==> src/rtl/pipe_stage_reg_pkg.sv <==
// Shared widths and slot control type for pipe_stage_reg.
// The skid slot is enabled by defining PIPE_SKID_EN at build time.
package pipe_stage_reg_pkg;

    localparam int PC_W        = 32;
    localparam int INST_W      = 32;
    localparam int PIPE_DATA_W = PC_W + INST_W;

    // Per-slot command; clear beats load beats drop.
    typedef struct packed {
        logic clear;
        logic load;
        logic drop;
    } slot_ctrl_t;

endpackage

==> src/rtl/pipe_stage_reg_slot.sv <==
// pipe_slot: one valid+data register. Flush clears only the valid bit,
// so the data register keeps its contents.
module pipe_slot
    import pipe_stage_reg_pkg::*;
#(
    parameter int DATA_W = PIPE_DATA_W
) (
    input  logic              clock,
    input  logic              reset,
    input  slot_ctrl_t        ctrl,
    input  logic [DATA_W-1:0] d,
    output logic              valid,
    output logic [DATA_W-1:0] q
);

    always_ff @(posedge clock) begin
        if (reset) begin
            valid <= 1'b0;
            q     <= '0;
        end else if (ctrl.clear) begin
            valid <= 1'b0;
        end else if (ctrl.load) begin
            valid <= 1'b1;
            q     <= d;
        end else if (ctrl.drop) begin
            valid <= 1'b0;
        end
    end

endmodule

==> src/rtl/pipe_stage_reg.sv <==
// Pipeline stage register with valid/ready handshake, flush and stall counter.
// Define PIPE_SKID_EN for a second (skid) slot and a registered in_ready_o.
module pipe_stage_reg
    import pipe_stage_reg_pkg::*;
#(
    parameter int DATA_W = PIPE_DATA_W,
    parameter int CNT_W  = 32
) (
    input  logic              clock,
    input  logic              reset,
    input  logic              flush_i,
    input  logic              in_valid_i,
    output logic              in_ready_o,
    input  logic [DATA_W-1:0] in_data_i,
    output logic              out_valid_o,
    input  logic              out_ready_i,
    output logic [DATA_W-1:0] out_data_o,
    output logic [CNT_W-1:0]  stall_cnt_o
);

    logic              main_valid;
    logic [DATA_W-1:0] main_data;
    logic [DATA_W-1:0] main_d;
    slot_ctrl_t        main_ctrl;
    logic              skid_valid;
    logic [DATA_W-1:0] skid_data;
    logic              xfer_in;
    logic              xfer_out;

    assign xfer_in  = in_valid_i && in_ready_o && !flush_i;
    assign xfer_out = main_valid && out_ready_i;

    // Main refills on transfer-out (from skid first, else from input) or when empty.
    always_comb begin
        main_ctrl       = '0;
        main_ctrl.clear = flush_i;
        main_ctrl.load  = xfer_out ? (skid_valid || xfer_in) : (!main_valid && xfer_in);
        main_ctrl.drop  = xfer_out;
        main_d          = skid_valid ? skid_data : in_data_i;
    end

    pipe_slot #(.DATA_W(DATA_W)) u_main (
        .clock (clock),
        .reset (reset),
        .ctrl  (main_ctrl),
        .d     (main_d),
        .valid (main_valid),
        .q     (main_data)
    );

`ifdef PIPE_SKID_EN
    slot_ctrl_t skid_ctrl;

    // Skid only catches a payload that arrives while main is stuck.
    always_comb begin
        skid_ctrl       = '0;
        skid_ctrl.clear = flush_i;
        skid_ctrl.load  = xfer_in && main_valid && !xfer_out;
        skid_ctrl.drop  = xfer_out;
    end

    pipe_slot #(.DATA_W(DATA_W)) u_skid (
        .clock (clock),
        .reset (reset),
        .ctrl  (skid_ctrl),
        .d     (in_data_i),
        .valid (skid_valid),
        .q     (skid_data)
    );

    assign in_ready_o = !skid_valid;
`else
    assign skid_valid = 1'b0;
    assign skid_data  = '0;
    assign in_ready_o = !main_valid || out_ready_i;
`endif

    assign out_valid_o = main_valid;
    assign out_data_o  = main_data;

    always_ff @(posedge clock) begin
        if (reset) begin
            stall_cnt_o <= '0;
        end else if (out_valid_o && !out_ready_i && (stall_cnt_o != {CNT_W{1'b1}})) begin
            stall_cnt_o <= stall_cnt_o + 1'b1;
        end
    end

endmodule

==> config.mk <==
export PLATFORM = sky130hd
export DESIGN_NAME = pipe_stage_reg
export DESIGN_NICKNAME = d
export VERILOG_FILES = /design/src/rtl/pipe_stage_reg_pkg.sv /design/src/rtl/pipe_stage_reg_slot.sv /design/src/rtl/pipe_stage_reg.sv
export SDC_FILE = /design/constraint.sdc
export NUM_CORES = 1
export LEC_CHECK = 0
export CAP_MARGIN = 20
export CELL_PAD_IN_SITES_DETAIL_PLACEMENT = 2
export CELL_PAD_IN_SITES_GLOBAL_PLACEMENT = 2
export CORE_AREA = 2 2 130 132
export CTS_CLUSTER_DIAMETER = 80
export CTS_CLUSTER_SIZE = 12
export DETAILED_ROUTE_END_ITERATION = 8
export DIE_AREA = 0 0 132 134
export GPL_TIMING_DRIVEN = 1
export HOLD_SLACK_MARGIN = 0.06
export PLACE_DENSITY_LB_ADDON = 0.3
export SYNTH_ARGS = -nofsm -noshare
export SYNTH_HDL_FRONTEND = slang
export SYNTH_SLANG_ARGS = --single-unit
==> constraint.sdc <==
create_clock -name clock -period 4.4 [get_ports clock]
set_input_delay 0.88 -clock clock [delete_from_list [all_inputs] [get_ports clock]]
set_output_delay 0.88 -clock clock [all_outputs]
set_load 0.01 [all_outputs]
# Word-level counts from Yosys, hierarchy flattened
# Index checks and enable logic that the tools add are counted.
[word_totals]
output_inout_bits = 98
regBits = 97
[op_classes]
n_eq_ne = 1
add_sub_neg = 1
bitwise = 1
mux = 3
reduce_logical = 13
[op_table]
columns = ["operator", "n"]
rows = [
  ["$add 32x1->32 const B", 1],
  ["$ne 32x32->1 const B", 1],
  ["$logic_and 1x1->1", 6],
  ["$logic_not 1->1", 3],
  ["$mux 1", 3],
  ["$reduce_and 2->1", 1],
  ["$reduce_bool 2->1", 1],
  ["$reduce_or 2->1", 1],
  ["$logic_or 1x1->1", 1],
  ["$not 1->1", 1],
]

# Longest topological paths before layout
# Gate-level depths: netlist of run 1.
[logic_depth]
depth_word = 7
depth_mapped = 7
depth_no_buf = 6

# Modules after synthesis
# From an unflattened synthesis of run 1, not the netlist that was laid out.
[unflattened]
cells_unflattened = 499
hier_area_um2 = 4967.3
[modules_own_cells]
columns = ["module", "cells_per_inst", "area_per_inst_um2", "seq_area_each_um2", "n_inst"]
rows = [
  ["pipe_slot", 296, 3268.1, 1301.2, 1],
  ["pipe_stage_reg", 203, 1699.1, 640.6, 1],
]

# Worst setup path before layout of run 1
# OpenSTA, ideal clock, no wires.
[synth_path]
kind = "in2reg"
start = "input out_ready_i"
end = "register stall_cnt_o[30]"
slack_ns = 1.731
t_arrival_ns = 2.599
path_stages = 6
t_required_ns = 4.330
path_cell_list = "nor2b_4 -> inv_1 -> or4_4 -> or4b_4 -> or3_1 -> a21oi_1"
[synth_via]
elab_chain_cells = 3
[synth_rtl]
columns = ["item", "line", "text"]
rows = [
  ["start, declared", "pipe_stage_reg.sv:16", "input logic out_ready_i,"],
  ["$logic_not 1->1", "pipe_stage_reg.sv:84", "end else if (out_valid_o && !out_ready_i && (stall_cnt_o != {CNT_W{1'b1}})) begin"],
  ["$logic_and 1x1->1 (2 in series)", "pipe_stage_reg.sv:84", ""],
  ["end signal, assigned", "pipe_stage_reg.sv:85", "stall_cnt_o <= stall_cnt_o + 1'b1;"],
  ["end, declared", "pipe_stage_reg.sv:18", "output logic [CNT_W-1:0] stall_cnt_o"],
]
# No other way between the ends.
# A chain may end at the register's enable or synchronous reset.

# Final worst setup path of run 1
[layout_path]
start = "input out_ready_i"
end = "output in_ready_o"
[layout_via]
elab_chain_cells = 1
[layout_rtl]
columns = ["item", "line", "text"]
rows = [
  ["$logic_or 1x1->1", "pipe_stage_reg.sv:75", "assign in_ready_o = !main_valid || out_ready_i;"],
  ["end, declared", "pipe_stage_reg.sv:13", "output logic in_ready_o,"],
]
# No other way between the ends.

==> results of run 1 <==
synth_stat cells (all sizes together):
master and count:
nand2 146, dfxtp 97, a21oi 81, clkbuf 21, nor2 20, nand4 12, o21ai 11, nor4 10
or3 10, buf 8, nand3 8, nor2b 8, xnor2 8, mux2 7, a211oi 5, inv 5
and4 4, or4 4, and2 3, o31ai 3, and3 2, nor3 2, a31o 1, a31oi 1
ha 1, nand3b 1, nand4b 1, nor3b 1, o211ai 1, or2 1, or4b 1, xor2 1
state kept, by name, indices dropped and copies added, names as in the netlist:
| signal | flops |
|---|---|
| u_main.q | 64 |
| stall_cnt_o | 32 |
| u_main.valid | 1 |
cells by family (layout without fill, tap and decap cells):
logic type | Yosys count | in the layout | synth area share [%]
buffers and inverters | 34 | 192 | 3.30
and+or+nand+nor | 234 | 234 | 28.0
AOI/OAI and AO/OA | 103 | 103 | 14.1
DFF | 97 | 97 | 50.3
xor gates and xnor gates | 9 | 9 | 2.04
muxes | 7 | 7 | 2.04
adders and majority gates | 1 | 1 | 0.324
worst max-delay path: stages:
cell             delay (ns)
clkdlybuf4s50_1        0.51
nor2b_4                0.06
inv_1                  0.16
clkdlybuf4s50_1        0.60
power groups by stage:
stage / Sequential, mW / Combinational (mW) / Clock, mW
global route: 0.924 / 0.237 / 0.982
CTS: 0.921 / 0.220 / 0.947
global placement: 0.939 / 0.212 / 0
detailed placement: 0.941 / 0.219 / 0
finish: 0.920 / 0.217 / 0.912
floorplan: 0.952 / 0.0630 / 0
placed cells by master, fill, tap and decap left out, types with 2 or more instances in the layout:
master and instances:
a211oi_1 5, a21oi_1 81, and2_1 3, and3_1 2, and4_1 4, buf_4 6
bufinv_16 3, clkbuf_16 9, clkdlybuf4s50_1 165, clkinv_4 2, dfxtp_1 97, inv_1 5
mux2_2 7, nand2_1 146, nand3_1 8, nand4_1 11, nor2_1 20, nor2b_1 7
nor3_1 2, nor4_1 10, o21ai_0 11, o31ai_1 3, or3_1 10, or4_1 3
xnor2_1 8
through the flow:
| step | hold slack, ns | total power, mW | area [sq um] | worst slack, ns | instances |
|---|---|---|---|---|---|
| 2_1_floorplan | 0.481 | 1.02 | 3860 | 1.73 | 485 |
| 3_3_place_gp | 0.441 | 1.15 | 5730 | 1.16 | 847 |
| 3_5_place_dp | 0.451 | 1.16 | 5730 | 1.11 | 847 |
| 4_1_cts | 0.460 | 2.09 | 6070 | 1.29 | 862 |
| 5_1_grt | 0.478 | 2.14 | 6100 | 1.22 | 863 |
| 6_report | 0.457 | 2.05 | 6100 | 1.31 | 863 |
per-layer routing:
layer  GRT usage [%]  routed length, um
met5               0                  0
met4            6.34                262
met3            4.50                775
met2            30.6               7670
met1            17.8               5690
layout make-up:
class / instances / share of cell area [%]
Clock buffer: 9 / 3.69
Clock inverter: 6 / 1.91
Inverter: 5 / 0.308
Multi-Input combinational cell: 354 / 29.5
Sequential cell: 97 / 31.8
Tap cell: 220 / 4.51
Timing Repair Buffer: 172 / 28.3
worst paths after layout:
check,endpoint,slack (ns),cells after the start
max,in_ready_o,1.31,4
min,u_main.q[26]$_SDFFE_PP0P_,0.46,2
max reg2reg,stall_cnt_o[31]$_SDFFE_PP0P_,1.77,5
min reg2reg,u_main.q[26]$_SDFFE_PP0P_,0.46,2
==> results.sh, run 1 <==
export IMPL_outcome="complete, no violations"
export IMPL_clockRootBuffer="clkbuf_16"
export IMPL_seqPwrFrac_pct=44.9
export IMPL_leakage_nw=2.04
export IMPL_p_int_mw=1.58
export IMPL_worst_pin_slew_ns=0.788
export IMPL_synth_largest_area_cell="dfxtp_1"
export IMPL_drc=0
export IMPL_cts_path_max_buffers=2
export IMPL_power_switching_mw=0.466
export IMPL_power_frac_comb_pct=10.6
export IMPL_detail_route_antenna_nets=0
export IMPL_grt_use_total_pct=16.5
export IMPL_ir_drop_mv=0.169
export IMPL_hold_path_startpoint="u_main.q[26]$_SDFFE_PP0P_"
export IMPL_max_cap_viol_count=0
export IMPL_slew_viol_final=0
export IMPL_num_fill_cells=1852
export IMPL_ioPinCount=167
export IMPL_viasPerCell=4.65
export IMPL_syn_nets=555
export IMPL_hold_path_class="flip-flop to flip-flop"
export IMPL_finalSetupTns_ns=0
export IMPL_cts_num_sinks=97
export IMPL_nets=709
export IMPL_clk_pin_slew_ns=0.07
export IMPL_clock_latency_ns=0.35
export IMPL_fp_dieH_um=134
export IMPL_start_kind="primary input"
export IMPL_dpl_hpwl_um=10400
export IMPL_die_w_um=132
export IMPL_worstSetupEndpointType="output pin"
export IMPL_portBuffers=166
export IMPL_slew_headroom_pct=47.0
export IMPL_synth_area_sq_um=3860
export IMPL_multi_input_area_sq_um=1800
export IMPL_yosys_warnings=0
export IMPL_drive_gt1_share_pct=5.60
export IMPL_via_count=4013
export IMPL_diodes=0
export IMPL_cts_tree="yes"
export IMPL_fmax_mhz=324
export IMPL_drt_total_wl_um=14400
export IMPL_netlist_instances=485
export IMPL_dieArea_sq_um=17700
export IMPL_drt_iter0_drc=135
export IMPL_rsz0062_at_grt="no"
export IMPL_cts_setup_buffers=0
export IMPL_worst_clock_skew_ns=0.00882
export IMPL_post_route_period_util_pct=70.2
export IMPL_clockPowerShare_pct=44.5
export IMPL_syn_avg_cell_area_sq_um=7.97
export IMPL_cts_made_buffers=9
export IMPL_worstPathArrival_ns=2.21
export IMPL_critPathKind="primary input to output pin"
export IMPL_final_util_pct=37.5
export IMPL_yosys_top_cells_area="dfxtp_1 (50%), nand2_1 (14%), a21oi_1 (10%), clkbuf_1 (2.0%), mux2_2 (2.0%)"
export IMPL_synth_top_area_share_pct=50.3
export IMPL_yosysSeqAreaShare_pct=50.3
export IMPL_cp_startpoint="out_ready_i"
export IMPL_cp_max_fo=6
export IMPL_regArea_sq_um=1940
export IMPL_rr_startpoint="stall_cnt_o[4]$_SDFFE_PP0P_"
export IMPL_synth_seq_cells=97
export IMPL_area_delta_synth_final_pct=57.9
export IMPL_grt_remaining_overflow=0
export IMPL_core_sq_um=16300
export IMPL_power_density_nw_per_um2=336
export IMPL_hold_violations=0
export IMPL_initial_core_util_pct=23.7
export IMPL_gp_congestion=0.726
export IMPL_drt_pass1_iterations=4
export IMPL_min_period_ns=3.09
export IMPL_switching_share_pct=22.7
export IMPL_grt_pass1_wl_um=23100
export IMPL_hold_buffers=0
export IMPL_cp_required_ns=3.52
export IMPL_post_cts_resized=0
export IMPL_yosysUniqueCellTypes=35
export IMPL_grt_max_degree=105
export IMPL_std_cell_rows=47
export IMPL_antenna_found_initial=0
export IMPL_first_global_vias=4343
export IMPL_htree_levels=3
export IMPL_finalSetupViolCount=0
export IMPL_routedWlPerCell_um=16.7
Note: power is estimated with default switching activity, not from simulation.
==> run 2: changes to the inputs <==
--- a/config.mk
+++ b/config.mk
@@ -8,11 +8,11 @@
 export CAP_MARGIN = 20
 export CELL_PAD_IN_SITES_DETAIL_PLACEMENT = 2
 export CELL_PAD_IN_SITES_GLOBAL_PLACEMENT = 2
-export CORE_AREA = 2 2 130 132
+export CORE_AREA = 2 2 133 135
 export CTS_CLUSTER_DIAMETER = 80
 export CTS_CLUSTER_SIZE = 12
 export DETAILED_ROUTE_END_ITERATION = 8
-export DIE_AREA = 0 0 132 134
+export DIE_AREA = 0 0 135 137
 export GPL_TIMING_DRIVEN = 1
 export HOLD_SLACK_MARGIN = 0.06
 export PLACE_DENSITY_LB_ADDON = 0.3
==> constraint.sdc (replaced) <==
create_clock -name clock -period 3 [get_ports clock]
set_input_delay 0.6 -clock clock [delete_from_list [all_inputs] [get_ports clock]]
set_output_delay 0.6 -clock clock [all_outputs]
set_load 0.01 [all_outputs]
==> results.sh, run 2 (synthesis gave the netlist of run 1 again) <==
export IMPL_cp_startpoint="out_ready_i"
export IMPL_cts_made_buffers=9
export IMPL_crit_slowest_cell="or4_4"
export IMPL_cts_tree="yes"
export IMPL_leakage_nw=2.04
export IMPL_grt_max_degree=65
export IMPL_hold_violations=0
export IMPL_worst_path_buf_inv=2
export IMPL_drt_pass1_iterations=4
export IMPL_std_cell_rows=48
export IMPL_cts_path_max_buffers=2
export IMPL_clk_pin_slew_ns=0.07
export IMPL_fin_hold_ws_ns=0.457
export IMPL_htree_levels=3
export IMPL_drive_gt1_share_pct=6.04
export IMPL_final_common_cell="clkdlybuf4s50_1"
export IMPL_slew_viol_final=0
export IMPL_worst_clock_skew_ns=0.00627
export IMPL_setup_slack_ns=0.479
export IMPL_viasPerCell=4.59
export IMPL_largest_register="u_main.q"
export IMPL_slew_headroom_pct=59.0
export IMPL_detail_route_antenna_nets=0
export IMPL_design_area_sq_um=6110
export IMPL_first_global_vias=4216
export IMPL_gp_congestion=0.733
export IMPL_area_delta_synth_final_pct=58.1
export IMPL_cts_num_sinks=97
export IMPL_ir_drop_mv=0.245
export IMPL_hold_buffers=0
export IMPL_critPathKind="primary input to flip-flop"
export IMPL_dp_slack_ns=0.104
export IMPL_initial_core_util_pct=22.7
export IMPL_dpl_hpwl_um=10500
export IMPL_antenna_found_initial=0
export IMPL_outcome="complete, no violations"
export IMPL_drc=0
export IMPL_largest_reg_flops=64
export IMPL_dieArea_sq_um=18500
export IMPL_grt_pass1_wl_um=22200
export IMPL_fmax_mhz=397
export IMPL_critPathMaxStageDelay_ns=0.56
export IMPL_min_period_ns=2.52
export IMPL_fp_dieH_um=137
export IMPL_cp_required_ns=3.27
export IMPL_routedWlPerCell_um=16.5
export IMPL_via_count=3995
export IMPL_ioPinCount=167
export IMPL_r2r_slack_ns=0.57
export IMPL_final_cell_mix="clkdlybuf4s50_1 (165), nand2_1 (146), dfxtp_1 (97)"
export IMPL_ff2ff_path_depth=6
export IMPL_clock_latency_ns=0.35
export IMPL_cts_setup_buffers=0
export IMPL_post_route_period_util_pct=84.0
export IMPL_hold_depth=2
export IMPL_die_w_um=135
export IMPL_drt_total_wl_um=14400
export IMPL_rr_startpoint="stall_cnt_o[0]$_SDFFE_PP0P_"
export IMPL_worst_pin_slew_ns=0.615
export IMPL_path_cells="clkdlybuf4s50_1 > nor2b_4 > inv_1 > or4_4 > or4b_4 > or3_1 > a21oi_1"
export IMPL_diodes=0
export IMPL_power_density_nw_per_um2=471
export IMPL_max_cap_viol_count=0
export IMPL_crit_family="simple AND/OR/NAND/NOR gates"
export IMPL_post_cts_resized=0
export IMPL_nets=712
export IMPL_worstPathArrival_ns=2.80
export IMPL_portBuffers=166
export IMPL_start_kind="primary input"
export IMPL_place_area_sq_um=5810
export IMPL_grt_use_total_pct=15.3
export IMPL_hold_path_startpoint="u_main.q[3]$_SDFFE_PP0P_"
export IMPL_finalSetupViolCount=0
export IMPL_drt_iter0_drc=102
export IMPL_clockRootBuffer="clkbuf_16"
export IMPL_reg2reg_to="stall_cnt_o[30]$_SDFFE_PP0P_"
export IMPL_final_util_pct=35.8
export IMPL_grt_remaining_overflow=0
export IMPL_cp_max_fo=4
export IMPL_hold_path_class="flip-flop to flip-flop"
export IMPL_rsz0062_at_grt="no"
export IMPL_whs_endpoint="u_main.q[3]$_SDFFE_PP0P_"
export IMPL_core_sq_um=17100
export IMPL_finalSetupTns_ns=0
export IMPL_top_regs="u_main.q: 64 flops, stall_cnt_o: 32 flops, u_main.valid: 1 flops"
export IMPL_worstSetupEndpointType="flip-flop"
run 2: cell types whose count changed in the layout (fill, tap and decap cells not counted), sizes merged:
cell	previous run	this run
buf	7	10
inv	6	7
clkbuf	9	10
clkinvlp	0	1
clkinv	2	1
bufinv	3	1
run 2: area by class of cell:
class,instances,area [sq um]
Tap cell,225,282
Clock buffer,10,239
Sequential cell,97,1940
Multi-Input combinational cell,354,1800
Clock inverter,5,63.8
Inverter,5,18.8
Fill cell,1975,10900
Timing Repair Buffer,175,1760
run 2: worst max-delay path by stage:
stage	endpoint	cells after the start
CTS	stall_cnt_o[30]$_SDFFE_PP0P_	7
global route	stall_cnt_o[28]$_SDFFE_PP0P_	8
global placement	stall_cnt_o[30]$_SDFFE_PP0P_	7
floorplan	stall_cnt_o[30]$_SDFFE_PP0P_	6
detailed placement	stall_cnt_o[30]$_SDFFE_PP0P_	7
finish	stall_cnt_o[30]$_SDFFE_PP0P_	7
run 2: worst reg2reg max path, cell delays in order, from the launching register on:
cell and delay [ns]:
dfxtp_1 0.43, ha_1 0.23, nand3_1 0.12, or4_4 0.57
or4b_4 0.52, or3_1 0.34, a21oi_1 0.15
run 2: power breakdown:
group | internal [mW] | switching, mW
logic | 0.181 | 0.141
registers | 1.33 | 0.0217
clock network | 0.673 | 0.533
run 2: per-layer routing:
layer	track usage, %	routed length [um]	vias to the layer above
met3	4.26	842	12
met1	17.2	5670	1934
li1	-	-	1966
met2	27.8	7630	83
met4	5.38	205	0
met5	0	0	-
run 2: metrics by stage:
step                power, mW  instances
CTS                      2.93        871
global placement         1.70        856
global route             3.01        871
finish                   2.88        871
detailed placement       1.71        856
floorplan                1.49        485
